[config.mk]
export PLATFORM = sky130hd
export DESIGN_NAME = axi4_lite_timer_master
export DESIGN_NICKNAME = d
export VERILOG_FILES = /design/src/rtl/axi4_lite_timer_master.sv
export SDC_FILE = /design/constraint.sdc
export NUM_CORES = 1
export LEC_CHECK = 0
export CORE_ASPECT_RATIO = 0.5
export CORE_MARGIN = 3
export CORE_UTILIZATION = 35
export CTS_CLUSTER_SIZE = 12
export DETAILED_ROUTE_END_ITERATION = 6
export HOLD_SLACK_MARGIN = 0.15
export PLACE_DENSITY = 0.68
export SYNTH_ARGS = -nofsm -noshare
export SYNTH_HDL_FRONTEND = slang
export SYNTH_SLANG_ARGS = --single-unit
[constraint.sdc]
create_clock -name i_clk -period 12.9 [get_ports i_clk]
set_input_delay 2.58 -clock i_clk [delete_from_list [all_inputs] [get_ports i_clk]]
set_output_delay 2.58 -clock i_clk [all_outputs]
set_load 0.005 [all_outputs]
[src/rtl/axi4_lite_timer_master.sv]
// AXI4-Lite initiator for the timer register block.
// Turns one local command into a single bus transaction and returns one response.
// A per-phase watchdog converts a hung slave into an error response.
module axi4_lite_timer_master #(
  parameter int ADDR_W         = 32,
  parameter int DATA_W         = 32,
  parameter int TIMEOUT_CYCLES = 16
) (
  input  logic              i_clk,
  input  logic              i_reset,
  // local command side
  input  logic              i_cmd_valid,
  output logic              o_cmd_ready,
  input  logic              i_cmd_write,
  input  logic [ADDR_W-1:0] i_cmd_addr,
  input  logic [DATA_W-1:0] i_cmd_wdata,
  // local response side
  output logic              o_rsp_valid,
  input  logic              i_rsp_ready,
  output logic [DATA_W-1:0] o_rsp_rdata,
  output logic              o_rsp_err,
  // write channel
  output logic [ADDR_W-1:0] o_awaddr,
  output logic [DATA_W-1:0] o_wdata,
  output logic              o_wvalid,
  input  logic              i_wready,
  input  logic              i_bvalid,
  output logic              o_bready,
  // read channel
  output logic [ADDR_W-1:0] o_araddr,
  output logic              o_rready,
  input  logic              i_rvalid,
  input  logic [DATA_W-1:0] i_rdata
);

  localparam int CNT_W = $clog2(TIMEOUT_CYCLES + 1);
  localparam logic [CNT_W-1:0] CNT_MAX  = '1;
  // Last wait cycle of a phase; a missing handshake on this edge is a timeout.
  localparam logic [CNT_W-1:0] CNT_LAST = CNT_W'(TIMEOUT_CYCLES - 1);

  typedef enum logic [2:0] {
    S_IDLE,
    S_WR_DATA,
    S_WR_RESP,
    S_RD,
    S_RESP
  } state_t;

  state_t            r_state,     w_state_next;
  logic [CNT_W-1:0]  r_cnt,       w_cnt_next;
  logic              r_wvalid,    w_wvalid_next;
  logic              r_bready,    w_bready_next;
  logic              r_rready,    w_rready_next;
  logic              r_rsp_valid, w_rsp_valid_next;
  logic              r_rsp_err,   w_rsp_err_next;
  logic [DATA_W-1:0] r_rsp_rdata, w_rsp_rdata_next;
  logic [ADDR_W-1:0] r_awaddr,    w_awaddr_next;
  logic [DATA_W-1:0] r_wdata,     w_wdata_next;
  logic [ADDR_W-1:0] r_araddr,    w_araddr_next;

  logic [CNT_W-1:0]  w_cnt_inc;
  logic              w_expired;

  // Saturating watchdog increment and expiry detect.
  assign w_cnt_inc = (r_cnt == CNT_MAX) ? r_cnt : r_cnt + 1'b1;
  assign w_expired = (r_cnt >= CNT_LAST);

  assign o_cmd_ready = (r_state == S_IDLE);
  assign o_rsp_valid = r_rsp_valid;
  assign o_rsp_rdata = r_rsp_rdata;
  assign o_rsp_err   = r_rsp_err;
  assign o_awaddr    = r_awaddr;
  assign o_wdata     = r_wdata;
  assign o_wvalid    = r_wvalid;
  assign o_bready    = r_bready;
  assign o_araddr    = r_araddr;
  assign o_rready    = r_rready;

  // State and registered outputs; reset drops every handshake at once.
  always_ff @(posedge i_clk or posedge i_reset) begin
    if (i_reset) begin
      r_state     <= S_IDLE;
      r_cnt       <= '0;
      r_wvalid    <= 1'b0;
      r_bready    <= 1'b0;
      r_rready    <= 1'b0;
      r_rsp_valid <= 1'b0;
      r_rsp_err   <= 1'b0;
      r_rsp_rdata <= '0;
      r_awaddr    <= '0;
      r_wdata     <= '0;
      r_araddr    <= '0;
    end else begin
      r_state     <= w_state_next;
      r_cnt       <= w_cnt_next;
      r_wvalid    <= w_wvalid_next;
      r_bready    <= w_bready_next;
      r_rready    <= w_rready_next;
      r_rsp_valid <= w_rsp_valid_next;
      r_rsp_err   <= w_rsp_err_next;
      r_rsp_rdata <= w_rsp_rdata_next;
      r_awaddr    <= w_awaddr_next;
      r_wdata     <= w_wdata_next;
      r_araddr    <= w_araddr_next;
    end
  end

  // Next-state and next-output decode; a handshake is checked before expiry so it wins.
  always_comb begin
    w_state_next     = r_state;
    w_cnt_next       = r_cnt;
    w_wvalid_next    = r_wvalid;
    w_bready_next    = r_bready;
    w_rready_next    = r_rready;
    w_rsp_valid_next = r_rsp_valid;
    w_rsp_err_next   = r_rsp_err;
    w_rsp_rdata_next = r_rsp_rdata;
    w_awaddr_next    = r_awaddr;
    w_wdata_next     = r_wdata;
    w_araddr_next    = r_araddr;

    case (r_state)
      S_IDLE: begin
        if (i_cmd_valid) begin
          w_cnt_next = '0;
          if (i_cmd_write) begin
            w_awaddr_next = i_cmd_addr;
            w_wdata_next  = i_cmd_wdata;
            w_wvalid_next = 1'b1;
            w_state_next  = S_WR_DATA;
          end else begin
            w_araddr_next = i_cmd_addr;
            w_rready_next = 1'b1;
            w_state_next  = S_RD;
          end
        end
      end

      S_WR_DATA: begin
        if (r_wvalid && i_wready) begin
          w_wvalid_next = 1'b0;
          w_bready_next = 1'b1;
          w_cnt_next    = '0;
          w_state_next  = S_WR_RESP;
        end else if (w_expired) begin
          w_wvalid_next    = 1'b0;
          w_rsp_valid_next = 1'b1;
          w_rsp_err_next   = 1'b1;
          w_rsp_rdata_next = '0;
          w_state_next     = S_RESP;
        end else begin
          w_cnt_next = w_cnt_inc;
        end
      end

      S_WR_RESP: begin
        if (r_bready && i_bvalid) begin
          w_bready_next    = 1'b0;
          w_rsp_valid_next = 1'b1;
          w_rsp_err_next   = 1'b0;
          w_rsp_rdata_next = '0;
          w_state_next     = S_RESP;
        end else if (w_expired) begin
          w_bready_next    = 1'b0;
          w_rsp_valid_next = 1'b1;
          w_rsp_err_next   = 1'b1;
          w_rsp_rdata_next = '0;
          w_state_next     = S_RESP;
        end else begin
          w_cnt_next = w_cnt_inc;
        end
      end

      S_RD: begin
        if (r_rready && i_rvalid) begin
          w_rready_next    = 1'b0;
          w_rsp_valid_next = 1'b1;
          w_rsp_err_next   = 1'b0;
          w_rsp_rdata_next = i_rdata;
          w_state_next     = S_RESP;
        end else if (w_expired) begin
          w_rready_next    = 1'b0;
          w_rsp_valid_next = 1'b1;
          w_rsp_err_next   = 1'b1;
          w_rsp_rdata_next = '0;
          w_state_next     = S_RESP;
        end else begin
          w_cnt_next = w_cnt_inc;
        end
      end

      S_RESP: begin
        if (i_rsp_ready) begin
          w_rsp_valid_next = 1'b0;
          w_state_next     = S_IDLE;
        end
      end

      default: begin
        w_state_next = S_IDLE;
      end
    endcase
  end

endmodule
==> results of run 1 <==
sequential cells by signal, indices dropped and copies added, names as in the netlist, 3 cells and up:
| signal | flops |
|---|---|
| o_araddr | 32 |
| o_awaddr | 32 |
| r_state | 3 |
| o_wdata | 32 |
| o_rsp_rdata | 32 |
| r_cnt | 5 |
logic make-up after synthesis:
group                    after synthesis  synth area share, %
adder cells (fa/ha/maj)                1                0.223
multiplexers                          97                 21.4
buffers and inverters                 23                 3.59
flip-flops                           141                 62.8
AO/OA/AOI/OAI                         60                 8.53
AND/OR/NAND/NOR                       29                 3.47
worst paths after layout:
| check | startpoint | endpoint | slack [ns] | depth (start not counted) |
|---|---|---|---|---|
| setup / recovery | i_cmd_valid | o_araddr[29] | 8.35 | 4 |
| hold / removal | o_rsp_rdata[16] | o_rsp_rdata[16] | 0.50 | 1 |
| setup reg to reg | r_state[0] | o_araddr[29] | 10.38 | 3 |
| hold reg to reg | o_rsp_rdata[16] | o_rsp_rdata[16] | 0.50 | 1 |
| max in group asynchronous | i_reset | o_araddr[27] | 8.96 | 3 |
| min in group asynchronous | i_reset | o_wdata[16] | 2.68 | 2 |
power breakdown:
group          internal [W]  total, W  switching (W)
Clock              0.000295  0.000496       0.000201
Combinational      0.000596  0.000862       0.000266
Sequential         0.000654  0.000781       0.000128
layout by cell type (no fill, tap or decap), types with 2 or more instances in the layout:
| cell type | count |
|---|---|
| clkdlybuf4s50_1 | 237 |
| dfrtp_1 | 141 |
| mux2_2 | 68 |
| a22o_1 | 34 |
| mux2_4 | 29 |
| clkbuf_16 | 17 |
| a21oi_1 | 6 |
| nor2_1 | 6 |
| inv_6 | 5 |
| nand2_1 | 4 |
| a31oi_1 | 4 |
| inv_1 | 3 |
| nand3_1 | 3 |
| o211ai_1 | 3 |
| nor3_1 | 3 |
| clkinv_4 | 3 |
| clkinvlp_4 | 3 |
| buf_4 | 3 |
| a31o_2 | 2 |
| a41oi_1 | 2 |
| a32oi_1 | 2 |
| bufinv_16 | 2 |
layer usage:
layer / up-vias / track usage (%) / wire [microns]
met5: - / 0 / 0
met4: 0 / 5.99 / 276
met3: 22 / 3.70 / 586
met2: 111 / 27.0 / 7330
met1: 1910 / 19.3 / 5880
li1: 1773 / - / -
critical path, delay by kind of cell:
kind / cells / cell delay, ns
simple gates: 2 / 1.26
buf+inv: 1 / 0.53
mux: 1 / 0.42
cell type report:
type | instances | area [sq um]
Timing Repair Buffer | 240 | 2390
Fill cell | 1278 | 6880
Sequential cell | 141 | 3530
Multi-Input combinational cell | 187 | 1900
Tap cell | 204 | 255
Clock inverter | 13 | 155
Inverter | 4 | 20.0
Clock buffer | 19 | 443
metrics by stage:
stage / hold slack, ns / std cells / setup slack (ns) / total power (W) / instance area, sq um
detailed placement: 0.485 / 776 / 7.90 / 0.00166 / 8090
CTS: 0.503 / 808 / 8.33 / 0.00217 / 8690
floorplan: 0.486 / 351 / 6.54 / 0.00114 / 5620
global route: 0.517 / 808 / 8.24 / 0.00226 / 8690
global placement: 0.481 / 776 / 7.99 / 0.00164 / 8090
finish: 0.499 / 808 / 8.35 / 0.00214 / 8690
==> reports/metrics.yaml, run 1 <==
max_freq_mhz: 220
synth_edf_count: 0
rsz0062_at_grt: "no"
std_cell_rows: 32
worstPathArrival_ns: 4.84
pin_count: 238
drc: 0
synth.cell_area_sq_mm: 0.00562
yosys.area.top_type: "dfrtp_1"
synth_most_common_cell: "dfrtp_1"
grtUsageTotal_pct: 15.7
post-cts-setup-buffer-count: 0
cts_buffers: 17
final_antenna_net_count: 0
clock_skew_ns: 0.0159
final-hold-violation-count: 0
coreArea_sq_mm: 0.0156
cts.repair.resized: 0
slowest_stage: "and2b_2"
grt_max_degree: 88
synth_cells: 351
syn-num-nets: 456
place_hpwl_microns: 9700
synth_cell_types: 41
vias_per_cell: 4.72
drtIter0Drc: 115
place_congestion: 0.780
finalSetupViolCount: 0
critPathCaptureType: "flop"
firstDrtPassIters: 4
drv_cap: 0
cp_cell_sequence: "clkdlybuf4s50_1 -> nor4b_4 -> and2b_2 -> mux2_2"
io_buffer_count: 237
synthTopCellsByArea: "dfrtp_1 63%, mux2_2 14%, mux2_4 7.8%"
p_per_area_mw_per_mm2: 246
synth-seq-area-share_pct: 62.8
ys_top_cells_by_count: "141 x dfrtp_1, 68 x mux2_2, 34 x a22o_1, 29 x mux2_4, 7 x buf_6"
grt_first_pass_wirelength_microns: 21400
hold_path.class: "flop to flop"
h-tree-depth: 4
tightestPinTransition_ns: 1.10
cts_tree: "built"
syn2layout_area_growth_pct: 54.7
dr_total_vias: 3816
crit_fanout: 33
routed_wl_microns: 14100
cts-root-buf: "clkbuf_16"
postCtsHoldBufs: 0
wire_per_inst_microns: 17.4
crit_path_start_kind: "primary input"
final_core_util_pct: 55.8
ys_seq_elements: 141
cts.clk_slew.worst_paths_ns: 0.07
status: "finished clean"
antenna_found_initial: 0
slowest_delay_ns: 0.92
cts_buffer_depth: 2
drive_gt1_share_pct: 23.3
crit_required_ns: 13.19
drv_slew: 0
max-slew-margin-rel_pct: 27.0
timing.final.crit_share_pct: 35.3
ir_drop_mv: 0.115
syn_area_per_cell_sq_um: 16.0
initial_utilization_pct: 36.1
async_flop_share_pct: 100
clock-sinks: 141
yosys_most_used_dff: "dfrtp_1"
post-route-min-period_ns: 4.55
ys_warn_count: 0
grt_pass1_vias: 3972
grt_overflow: 0
die_width_microns: 185
dieArea_sq_mm: 0.0177
fin_tns_setup_ns: 0
critPathKind: "primary input to flop"
diodes: 0
post-synth-top-area-fraction_pct: 62.8
nets: 696
clkLatencyLatePin_ns: 0.42
p_leak_nw: 3.75
dieHeight_microns: 95.6
(Power assumes the default switching activity.)
==> run 2, diff against run 1 <==
- PLACE_DENSITY: 0.68 -> 0.71
- clock period: 12.9 -> 4.01 ns (I/O delays scaled with it)
==> run 2 against run 1 <==
  * Flip-flop and latch count unchanged
  * Non-clock buffer count grew 2
  * Combinational power rose to 3.2 times the previous value
  * Hold slack got worse by 0.0017 ns
  * Global-route usage grew 0.058 points
  * Critical path depth grew 1
  * Highest routed layer unchanged
  * Largest cell class unchanged
  * Largest power group unchanged
  * Total power grew to 3.2 times the previous value
  * Register-to-register slack got worse by 8.7 ns
  * Clock power grew to 3.2 times the previous value
  * Via count rose by 0.71%
  * Die area unchanged
  * Worst setup slack got worse by 6.9 ns
==> reports/metrics.yaml, run 2 (synthesis gave the netlist of run 1 again) <==
status: "finished clean"
final_common_cell: "clkdlybuf4s50_1"
diodes: 0
seqCellArea_sq_mm: 0.00353
fin_ws_ns: 1.46
grt_first_pass_wirelength_microns: 21700
grtUsageTotal_pct: 15.7
power_w: 0.00689
coreArea_sq_mm: 0.0156
ir_drop_mv: 0.386
nets: 698
cts.clk_slew.worst_paths_ns: 0.06
whs_ns: 0.497
syn2layout_area_growth_pct: 55.2
grt_use_met2_pct: 27.9
grt_overflow: 0
pre_cts_ws_ns: 1.03
slowest_stage: "and2b_2"
crit_path_start_kind: "primary input"
post-route-min-period_ns: 2.55
cpLargestDelayFamily: "simple AND/OR/NAND/NOR gates"
final-hold-violation-count: 0
postCtsHoldBufs: 0
dieArea_sq_mm: 0.0177
antenna_found_initial: 0
routed_wl_microns: 14100
final_core_util_pct: 56.0
grt_use_met3_pct: 3.16
drv_slew: 0
critPathKind: "primary input to flop"
dr_total_vias: 3843
grt_use_met1_pct: 19.5
finalSetupViolCount: 0
h-tree-depth: 4
worstPathArrival_ns: 2.83
cts_buffer_depth: 2
tightestPinTransition_ns: 0.903
grt_max_degree: 72
die_width_microns: 185
rsz0062_at_grt: "no"
post-cts-setup-buffer-count: 0
place_congestion: 0.812
cts-root-buf: "clkbuf_16"
fillCellCount: 1251
max-slew-margin-rel_pct: 39.8
drv_cap: 0
place_hpwl_microns: 9970
grt_pass1_vias: 4067
crit_fanout: 17
hold_path.class: "flop to flop"
layout_common_cells: "237 x clkdlybuf4s50_1, 141 x dfrtp_1, 68 x mux2_2"
timing.final.crit_share_pct: 63.7
p_per_area_mw_per_mm2: 790
pin_count: 238
critPathCaptureType: "flop"
vias_per_cell: 4.74
fin_tns_setup_ns: 0
clock-sinks: 141
firstDrtPassIters: 4
cts.repair.resized: 0
multi_input_area_sq_mm: 0.00190
cp_cell_sequence: "clkdlybuf4s50_1 -> nor4b_4 -> and2b_2 -> buf_12 -> mux2_4"
crit_required_ns: 4.28
clkLatencyLatePin_ns: 0.40
p_leak_nw: 3.76
drtIter0Drc: 158
max_freq_mhz: 392
cts_tree: "built"
final_antenna_net_count: 0
top_usage_layer: "met2"
clock_skew_ns: 0.0145
dieHeight_microns: 95.6
io_buffer_count: 237
initial_utilization_pct: 36.1
path_buf_inv: 2
cts_buffers: 17
slowest_delay_ns: 0.58
std_cell_rows: 32
drive_gt1_share_pct: 23.4
drc: 0
wire_per_inst_microns: 17.4
## run 2: final timing paths
kind	startpoint	endpoint	slack, ns	depth (start not counted)
worst max register to register	r_cnt[0]	o_rsp_rdata[29]	1.71	6
worst min register to register	o_rsp_rdata[10]	o_rsp_rdata[10]	0.50	1
min in group asynchronous	i_reset	o_wdata[22]	1.07	3
worst max-delay path	i_cmd_valid	o_araddr[0]	1.46	5
max in group asynchronous	i_reset	o_awaddr[8]	2.36	3
worst min-delay path	o_rsp_rdata[10]	o_rsp_rdata[10]	0.50	1
## run 2: routing by layer
layer / share of wire, % / vias to the layer above / wire length (microns)
met5: 0 / - / 0
met4: 1.3 / 0 / 182
met3: 3.6 / 10 / 505
met2: 54 / 98 / 7560
met1: 41 / 1961 / 5850
li1: - / 1774 / -
## run 2: worst reg2reg max path, delay by kind of cell (launching register included)
| family | cells | cell delay, ns |
|---|---|---|
| buffers and inverters | 1 | 0.36 |
| adder cells (fa/ha/maj) | 1 | 0.23 |
| AO/OA/AOI/OAI | 4 | 1.25 |
| flip-flops | 1 | 0.41 |
## run 2: where the power goes
part | leakage, nW | internal [W] | switching, W
registers | 1.71 | 0.00210 | 0.000414
clock network | 0.284 | 0.000984 | 0.000613
logic | 1.77 | 0.00192 | 0.000856
total | 3.76 | 0.00501 | 0.00188
## run 2: cell type report
class	instances	share of cell area, %
Multi-Input combinational cell	187	21.7
Sequential cell	141	40.5
Clock inverter	13	1.91
Timing Repair Buffer	242	27.8
Inverter	4	0.215
Clock buffer	19	4.96
Tap cell	204	2.93
## run 2: through the flow
stage	std cells	instance area, sq um
6_report	810	8720
5_1_grt	810	8720
4_1_cts	810	8720
3_5_place_dp	778	8120
3_3_place_gp	778	8120
2_1_floorplan	351	5620
